--- src/rtl/match_array_pipe_pkg.sv ---
// Shared definitions for the pipelined N-channel comparator.
// Compare-mode encoding is shared with the branch unit.
package match_array_pipe_pkg;

   typedef enum logic [1:0] {
      CMP_EQ  = 2'b00,
      CMP_NE  = 2'b01,
      CMP_LTU = 2'b10,
      CMP_LT  = 2'b11
   } cmp_mode_e;

endpackage

--- src/rtl/match_array_pipe_cmp_cell.sv ---
// Single-channel combinational comparator: a is the candidate, b is the key.
// LTU/LT test a < b.
module cmp_cell
   import match_array_pipe_pkg::*;
#(
   parameter int W = 32
) (
   input  logic [W-1:0] a,
   input  logic [W-1:0] b,
   input  logic [1:0]   mode,
   output logic         m
);

   always_comb begin
      m = 1'b0;
      case (cmp_mode_e'(mode))
         CMP_EQ:  m = (a == b);
         CMP_NE:  m = (a != b);
         CMP_LTU: m = (a < b);
         CMP_LT:  m = ($signed(a) < $signed(b));
         default: m = 1'b0;
      endcase
   end

endmodule

--- src/rtl/match_array_pipe.sv ---
// Two-stage valid/ready comparator: S1 holds the per-channel match vector,
// S2 holds the reduced response (hit / lowest index / multi-hit).
module match_array_pipe
   import match_array_pipe_pkg::*;
#(
   parameter  int W     = 32,
   parameter  int N     = 4,
   parameter  int CNT_W = 16,
   localparam int IDX_W = (N > 1) ? $clog2(N) : 1
) (
   input  logic               clk,
   input  logic               rst_n,
   input  logic               req_valid,
   output logic               req_ready,
   input  logic [1:0]         req_mode,
   input  logic [W-1:0]       req_key,
   input  logic [N*W-1:0]     req_cand,
   input  logic [N-1:0]       req_cvld,
   output logic               rsp_valid,
   input  logic               rsp_ready,
   output logic [N-1:0]       rsp_match,
   output logic               rsp_hit,
   output logic [IDX_W-1:0]   rsp_idx,
   output logic               rsp_multi,
   input  logic               cnt_clr,
   output logic [CNT_W-1:0]   hit_cnt
);

   logic [N-1:0]     raw_match;
   logic             s1_valid;
   logic [N-1:0]     s1_match;
   logic             s1_en;
   logic             s2_en;
   logic [IDX_W-1:0] red_idx;
   logic             red_multi;
   logic             red_seen;

   for (genvar i = 0; i < N; i++) begin : g_cell
      cmp_cell #(.W(W)) u_cell (
         .a    (req_cand[i*W +: W]),
         .b    (req_key),
         .mode (req_mode),
         .m    (raw_match[i])
      );
   end

   assign s2_en     = !rsp_valid || rsp_ready;
   assign s1_en     = !s1_valid || s2_en;
   assign req_ready = s1_en;

   // First set bit gives the index; any later set bit means multi-hit.
   always_comb begin
      red_idx   = '0;
      red_multi = 1'b0;
      red_seen  = 1'b0;
      for (int i = 0; i < N; i++) begin
         if (s1_match[i]) begin
            if (!red_seen) red_idx = IDX_W'(i);
            else           red_multi = 1'b1;
            red_seen = 1'b1;
         end
      end
   end

   always_ff @(posedge clk or negedge rst_n) begin
      if (!rst_n) begin
         s1_valid <= 1'b0;
         s1_match <= '0;
      end else if (s1_en) begin
         s1_valid <= req_valid;
         if (req_valid) s1_match <= raw_match & req_cvld;
      end
   end

   always_ff @(posedge clk or negedge rst_n) begin
      if (!rst_n) begin
         rsp_valid <= 1'b0;
         rsp_match <= '0;
         rsp_hit   <= 1'b0;
         rsp_idx   <= '0;
         rsp_multi <= 1'b0;
      end else if (s2_en) begin
         rsp_valid <= s1_valid;
         if (s1_valid) begin
            rsp_match <= s1_match;
            rsp_hit   <= |s1_match;
            rsp_idx   <= red_idx;
            rsp_multi <= red_multi;
         end
      end
   end

   // Clear has priority over a coincident increment; the count saturates.
   always_ff @(posedge clk or negedge rst_n) begin
      if (!rst_n) begin
         hit_cnt <= '0;
      end else if (cnt_clr) begin
         hit_cnt <= '0;
      end else if (rsp_valid && rsp_ready && rsp_hit && (hit_cnt != '1)) begin
         hit_cnt <= hit_cnt + CNT_W'(1);
      end
   end

endmodule

--- config.mk ---
export PLATFORM = sky130hd
export DESIGN_NAME = match_array_pipe
export DESIGN_NICKNAME = d
export VERILOG_FILES = /design/src/rtl/match_array_pipe_pkg.sv /design/src/rtl/match_array_pipe_cmp_cell.sv /design/src/rtl/match_array_pipe.sv
export SDC_FILE = /design/constraint.sdc
export NUM_CORES = 1
export LEC_CHECK = 0
export CAP_MARGIN = 15
export CORE_ASPECT_RATIO = 2
export CORE_MARGIN = 1
export CORE_UTILIZATION = 40
export CTS_CLUSTER_DIAMETER = 60
export DETAILED_ROUTE_END_ITERATION = 6
export PLACE_DENSITY = 0.77
export SYNTH_ARGS = -nofsm -noshare
export SYNTH_HDL_FRONTEND = slang
export SYNTH_SLANG_ARGS = --single-unit
--- constraint.sdc ---
create_clock -name clk -period 2.6 [get_ports clk]
set_input_delay 0.26 -clock clk [delete_from_list [all_inputs] [get_ports clk]]
set_output_delay 0.26 -clock clk [all_outputs]
set_load 0.03 [all_outputs]
[Word level (Yosys, flattened, before mapping)]
Index checks and enable logic that the tools add are counted.
Operators by class
  multiplexer cells: 21
  $lt $le $gt $ge: 8
  add/subtract/negate cells: 1
  bitwise operators: 1
  reduce and logical (&&, ||, !) cells: 12
  equal/unequal tests: 12
Operators by type and width (count)
  32-bit < comparator: 8
  32-bit equality test: 4
  32-bit inequality test: 4
  16-bit 2-to-1 mux: 2
  16-bit by 1-bit adder with 16-bit output, second input constant: 1
  16-bit inequality test, second input constant: 1
  1-bit one-hot mux with 4 select lines: 4
  1-bit 2-to-1 mux: 11
  2-bit 2-to-1 mux: 4
  4-bit bitwise AND: 1
  2-bit equality test, second input constant: 2
  2-bit AND reduction: 2
  4-bit OR reduction: 1
  1-bit logical AND: 3
  2-bit by 1-bit equality test with 1-bit output, second input constant: 1
  1-bit logical NOT: 2
  2-bit logical NOT: 1
  1-bit logical OR: 2
  2-bit nonzero test: 1
Word-level totals
  bits in registers: 30

[Depth between registers and ports, before layout]
Gate-level depths: netlist of run 1.
  word-level depth: 7
  mapped depth: 8
  gate-level depth less buffers: 8

[Cells and area by module]
A second synthesis of run 1 with hierarchy kept.
Unflattened totals
  cell total of the unflattened synthesis: 631
  area total of the unflattened synthesis: 4989.8 um^2
Modules (own cells, without submodules)
  cmp_cell: instances 4, cells each 120, area an instance 874.6 um^2
  match_array_pipe: instances 1, cells each 151, area an instance 1491.4 um^2

[Worst setup path after synthesis of run 1]
OpenSTA, ideal clock, no wires.
  path type: input-to-reg
  start: input req_key[31]
  end: register s1_match[3]
  setup time: 104 ps
  stages: 8
  arrival: 1806 ps
  required time: 2496 ps
  path slack: 690 ps
  path buffers: 0
  cell sequence: inv_1 > ha_1 > nand4_1 > nor3_1 > nand3_1 > xnor2_1 > a211o_1 > a221oi_1
On the way
  word-level cells in the longest chain between the ends: 3
  elaborated cells on any way between the ends: 6
  those cells by class: 2 x order compare; 2 x eq/ne; 1 x mux; 1 x bitwise
RTL lines
  start: declaration: line match_array_pipe.sv:16  | input logic [W-1:0] req_key,
  32-bit < comparator, or another cell as far along: line match_array_pipe_cmp_cell.sv:20  | CMP_LT: m = ($signed(a) < $signed(b));
  1-bit one-hot mux with 4 select lines *: line match_array_pipe_cmp_cell.sv:16  | case (cmp_mode_e'(mode))
  4-bit bitwise AND *: line match_array_pipe.sv:71  | if (req_valid) s1_match <= raw_match & req_cvld;
  end signal: assignment: line match_array_pipe.sv:71
  end: declaration: line match_array_pipe.sv:31  | logic [N-1:0] s1_match;
Mark *: on every way between the ends. The rest lies on a longest branch, timed or not.
A chain may end at the register's enable or synchronous reset.

[Worst setup path after layout of run 1]
Same ends and word-level chain as after synthesis.

==> impl_metrics.csv, run 1 <==
group,metric,value,unit
sta,finalMaxSlewViolations,0,
sta,whs,0.3883,ns
status,outcome,"complete, no violations",
sta,min_period,2.296,ns
power_and_ir_drop,power.density,312.3,nW/um^2
logic_synthesis,synth-main-ff-cell,"dfrtp_1",
placed_design,dpl.hpwl,13460,um
floorplan,fp.dieW,76.60,um
drt,drc,0,
logic_synthesis,ys_seq_area_share,16.86,%
finish,antennaDiodeCount,0,
power_and_ir_drop,p_leak,3.113,nW
finish,syn_to_final_growth,52.05,%
sta,slew_headroom,61.30,%
global_routing,first_global_vias,5293,
global_routing,antenna_found_initial,0,
floorplan,die_height,151.2,um
clock_tree,ctsResizeCount,0,
global_routing,grt.total_usage,26.68,%
sta,final-hold-violation-count,0,
sta,grt_setup_unrepaired,"false",
logic_synthesis,yosys.area.top_type,"ha_1",
floorplan,die_area,11580,um^2
logic_synthesis,post_synth.cell_area_avg,8.431,um^2
drt,postRouteAntennaNets,0,
clock_tree,clock_sinks,30,
logic_synthesis,synthesis.area,4452,um^2
floorplan,row_count,54,
placed_design,gp_congestion,0.9079,
logic_synthesis,syn_inst,528,
finish,multi_input_area,3510,um^2
finish,fin_util,62.23,%
drt,totalWireLength,15130,um
logic_synthesis,synth.most_common_cell,"ha_1",
worst_setup_path,start_kind,"input pin",
sta,fin_setup_tns,0,ns
logic_synthesis,synth_seq_cells,30,
min_path,hold_path.class,"input pin to asynchronous set/reset pin",
clock_tree,htree_num_levels,2,
global_routing,top_usage_layer,"met2",
finish,fin_nets,1035,
floorplan,initial_core_util,40.92,%
clock_tree,clockBufferDepth,2,
logic_synthesis,synth_nets,828,
logic_synthesis,synth_top_area_share,36.26,%
worst_setup_path,worstPathArrival,2.46,ns
power_and_ir_drop,ir_drop,0.4258,mV
clock_tree,ctsHoldBuffers,0,
clock_tree,clkTransAtPathRegs,0.05,ns
clock_tree,cts_tree,"yes",
drt,dr.pass1.iters,4,
floorplan,ios,197,
logic_synthesis,synth_edf_count,0,
worst_setup_path,required,2.77,ns
finish,regArea,750.7,um^2
clock_tree,cts_setup_buffers,0,
logic_synthesis,yosys_warnings,0,
global_routing,grt_pass1_wl,24160,um
logic_synthesis,synthTopCellsByCount,"129 x ha_1, 59 x a21oi_1, 51 x nand2_1",
placed_design,dp_slack,-0.01688,ns
worst_setup_path,rrSetupSlack,0.66,ns
worst_setup_path,r2r_cells,6,
logic_synthesis,async_flop_share,100.0,%
sta,fin_crit_sh,88.31,%
global_routing,grt_start_max_net_pins,31,
drt,drt-initial-drc-count,149,
logic_synthesis,ys_top_cells_by_area,"ha_1 36%, dfrtp_1 17%, a21oi_1 6.6%",
global_routing,grt.overflow.total,0,
clock_tree,cts_root_buffer,"clkbuf_16",
sta,finClkSkew,0.002289,ns
power_and_ir_drop,power,0.002114,W
flow_run,drv_cap,0,
global_routing,grt.met3_usage,4.759,%
sta,finalSetupViolCount,0,
worst_setup_path,crit_fanout,4,
finish,fillers,965,
drt,viasPerCell,5.672,
drt,via_count,4957,
placed_design,placement.io_buffers,196,
drt,wire_per_inst,17.31,um
worst_setup_path,worstSetupPathType,"input pin to register",
sta,max_freq,0.4355,GHz
global_routing,use_met2,54.68,%
sta,tightest_slew,0.5786,ns
floorplan,placeableCoreArea,10880,um^2
worst_setup_path,cp-end-kind,"register",
clock_tree,worst_skew_pair.late_latency,0.27,ns
finish,drive_gt1_share,3.134,%
clock_tree,numCtsBuffers,5,
sta,fin_ws,0.3040,ns
logic_synthesis,synth_cell_types,49,
global_routing,met1_usage,23.22,%
## cell type report
type / count / share of cell area [%]
multi-input cells: 449 / 51.85
repair buffers: 205 / 29.98
flip-flops and latches: 30 / 11.09
well taps: 140 / 2.588
inverters: 44 / 2.440
clock buffers: 6 / 2.052
## cell usage in the layout, fill, tap and decap left out, types with 6 or more instances in the layout
cell type	Yosys	final
a21o_1	7	7
a21oi_1	59	59
and4_1	7	7
buf_4	0	9
clkdlybuf4s50_1	0	196
dfrtp_1	30	30
ha_1	129	129
inv_1	44	44
nand2_1	51	51
nand3_1	22	22
nand4_1	29	29
nor2_1	27	27
nor4_1	6	6
o211ai_1	6	6
o21ai_0	20	20
xnor2_1	7	7
xor2_1	11	11
## per-stage QoR
step           std cells  instance area, um^2
6_report             874                 6769
5_1_grt              874                 6769
4_1_cts              874                 6769
3_5_place_dp         868                 6630
3_3_place_gp         868                 6630
2_1_floorplan        528                 4452
## where the power goes
group	total, W	internal [W]	switching (W)
sequential	0.000555	0.000513	0.0000421
combinational	0.00101	0.000527	0.000480
clock	0.000552	0.000368	0.000184
total	0.00211	0.00141	0.000705
## state kept, by name, indices dropped and copies added (netlist names)
| register | flops |
|---|---|
| s1_valid | 1 |
| rsp_match | 4 |
| rsp_multi | 1 |
| s1_match | 4 |
| rsp_idx | 2 |
| rsp_valid | 1 |
| hit_cnt | 16 |
| rsp_hit | 1 |
## logic make-up after synthesis
logic type      after synthesis  share of synthesized area [%]
compound gates              123                          17.23
xor+xnor                     18                          3.541
mux                           6                          1.433
simple gates                172                          20.15
fa+ha+maj                   130                          36.48
flops                        30                          16.86
buf+inv                      49                          4.300
## critical path, stage by stage
cell and delay [ns]:
clkdlybuf4s50_1 0.45, inv_1 0.10, ha_1 0.32, nand4_1 0.13, nor3_1 0.28, buf_4 0.18
nand3_1 0.08, xnor2_1 0.14, a211o_1 0.29, a221oi_1 0.23
## routing by layer
metal | share of wire [%] | wire length [um]
met4 | 6.2 | 932
met5 | 0 | 0
met3 | 5.3 | 808
met2 | 56 | 8417
met1 | 33 | 4970
## path summary, 6_finish.rpt
kind | to | startpoint
min reg2reg | rsp_idx[1] | rsp_idx[1]
min | hit_cnt[11] | rst_n
max | s1_match[3] | req_key[31]
max reg2reg | hit_cnt[15] | hit_cnt[11]
min in group clk | rsp_idx[1] | rsp_idx[1]
max in group asynchronous | hit_cnt[3] | rst_n
No activity file was read; power rests on OpenSTA's default activity.
==> inputs of run 2 (changes only) <==
- CORE_UTILIZATION: 40 -> 45
- PLACE_DENSITY: 0.77 -> 0.85
==> impl_metrics.csv, run 2 (synthesis gave the netlist of run 1 again) <==
group,metric,value,unit
status,outcome,"complete, no violations",
min_path,hold_path.class,"input pin to asynchronous set/reset pin",
drt,via_count,5131,
global_routing,grt_pass1_wl,24680,um
placed_design,placed_area,6650,um^2
finish,final_common_cell,"clkdlybuf4s50_1",
sta,grt_setup_unrepaired,"false",
clock_tree,cts_setup_buffers,0,
finish,fin_nets,1039,
power_and_ir_drop,switchingPower,0.0007236,W
placed_design,placement.io_buffers,196,
sta,min_period,2.372,ns
floorplan,die_height,142.7,um
finish,top_register,"hit_cnt",
sta,slew_headroom,60.20,%
placed_design,gp_congestion,0.9312,
worst_setup_path,crit_fanout,4,
power_and_ir_drop,p_int,0.001423,W
power_and_ir_drop,combPwrFrac,47.6,%
clock_tree,clockBufferDepth,2,
clock_tree,clock_sinks,30,
power_and_ir_drop,p_clk_share,26.4,%
clock_tree,worst_skew_pair.late_latency,0.27,ns
global_routing,grt_start_max_net_pins,19,
sta,max_freq,0.4216,GHz
global_routing,antenna_found_initial,0,
finish,layout_common_cells,"196 x clkdlybuf4s50_1, 129 x ha_1, 59 x a21oi_1",
floorplan,initial_core_util,45.90,%
clock_tree,ctsResizeCount,0,
drt,dr.pass1.iters,5,
clock_tree,htree_num_levels,2,
power_and_ir_drop,ir_drop,0.2414,mV
finish,drive_gt1_share,3.784,%
drt,viasPerCell,5.884,
power_and_ir_drop,switching_share,33.71,%
floorplan,ios,197,
floorplan,row_count,51,
worst_setup_path,worstPathArrival,2.54,ns
sta,tightest_slew,0.5952,ns
finish,syn_to_final_growth,52.70,%
sta,finClkSkew,0.004272,ns
finish,largest_reg_flops,16,
sta,finalSetupViolCount,0,
worst_setup_path,cp-end-kind,"register",
finish,antennaDiodeCount,0,
clock_tree,clkTransAtPathRegs,0.05,ns
clock_tree,cts_root_buffer,"clkbuf_16",
clock_tree,numCtsBuffers,5,
worst_setup_path,required,2.77,ns
drt,wire_per_inst,17.63,um
sta,final-hold-violation-count,0,
floorplan,placeableCoreArea,9699,um^2
flow_run,drv_cap,0,
global_routing,grt.overflow.total,0,
clock_tree,cts_tree,"yes",
drt,drc,0,
worst_setup_path,worstSetupPathType,"input pin to register",
floorplan,fp.dieW,72.33,um
drt,totalWireLength,15370,um
sta,fin_crit_sh,91.22,%
floorplan,die_area,10320,um^2
power_and_ir_drop,p_seq_share,26.0,%
drt,drt-initial-drc-count,173,
finish,fin_util,70.09,%
sta,finalMaxSlewViolations,0,
power_and_ir_drop,p_leak,3.138,nW
power_and_ir_drop,power.density,315.8,nW/um^2
placed_design,dpl.hpwl,13530,um
global_routing,first_global_vias,5585,
clock_tree,ctsHoldBuffers,0,
worst_setup_path,start_kind,"input pin",
finish,design_area,6798,um^2
global_routing,grt.total_usage,30.56,%
finish,largest_registers,"hit_cnt x16, rsp_match x4, s1_match x4",
drt,postRouteAntennaNets,0,
run 2: cell count changes in the layout (fill, tap and decap cells not counted):
cell | before | now
buf_4 | 9 | 13
clkinv_2 | 0 | 1
clkbuf_1 | 0 | 1
run 2: power groups by stage:
stage                     logic (W)  clock network (W)  registers, W
after global routing        0.00112           0.000607      0.000564
after CTS                   0.00102           0.000576      0.000557
final                       0.00102           0.000567      0.000558
after floorplan            0.000431                  0      0.000622
after detailed placement    0.00101                  0      0.000565
after global placement     0.000964                  0      0.000562
run 2: cell type report:
class	instances	area (um^2)
repair buffers	209	2059
clock inverters	1	5.005
clock buffers	7	142.6
multi-input cells	449	3510
inverters	44	165.2
flip-flops and latches	30	750.7
fillers	791	2902
well taps	132	165.2
run 2: path summary, 6_finish.rpt:
kind	start	to	slack [ns]	cells past startpoint
worst max-delay path	req_key[11]	s1_match[3]	0.23	9
worst min-delay path	rst_n	hit_cnt[4]	0.36	1
worst max register to register	hit_cnt[11]	hit_cnt[15]	0.56	6
worst min register to register	rsp_idx[0]	rsp_idx[0]	0.49	2
max in group asynchronous	rst_n	hit_cnt[12]	1.59	2
min in group clk	rsp_idx[0]	rsp_idx[0]	0.49	2
run 2: per-stage QoR:
step / setup WS, ns / hold slack (ns) / setup TNS (ns) / power (W) / cells
after global placement: 0.03901 / 0.4662 / 0 / 0.001526 / 864
after detailed placement: -0.05651 / 0.4878 / -0.05651 / 0.001579 / 864
final: 0.2282 / 0.3570 / 0 / 0.002147 / 872
after CTS: 0.2277 / 0.3707 / 0 / 0.002152 / 872
after floorplan: 0.6900 / -0.03559 / 0 / 0.001053 / 528
after global routing: 0.08717 / 0.3907 / 0 / 0.002296 / 872
run 2: per-layer routing:
metal,share of wire [%],GRT usage [%]
met5,0,0
met4,6.5,19.71
met3,5.0,4.446
met2,56,60.11
met1,33,27.60
run 2: critical path, stage by stage:
cell and delay [ns]:
clkdlybuf4s50_1 0.47, inv_1 0.10, ha_1 0.34, nand4_1 0.23, nor4_1 0.35, nand3_1 0.13, xnor2_1 0.13, a211o_1 0.29
a221oi_1 0.25
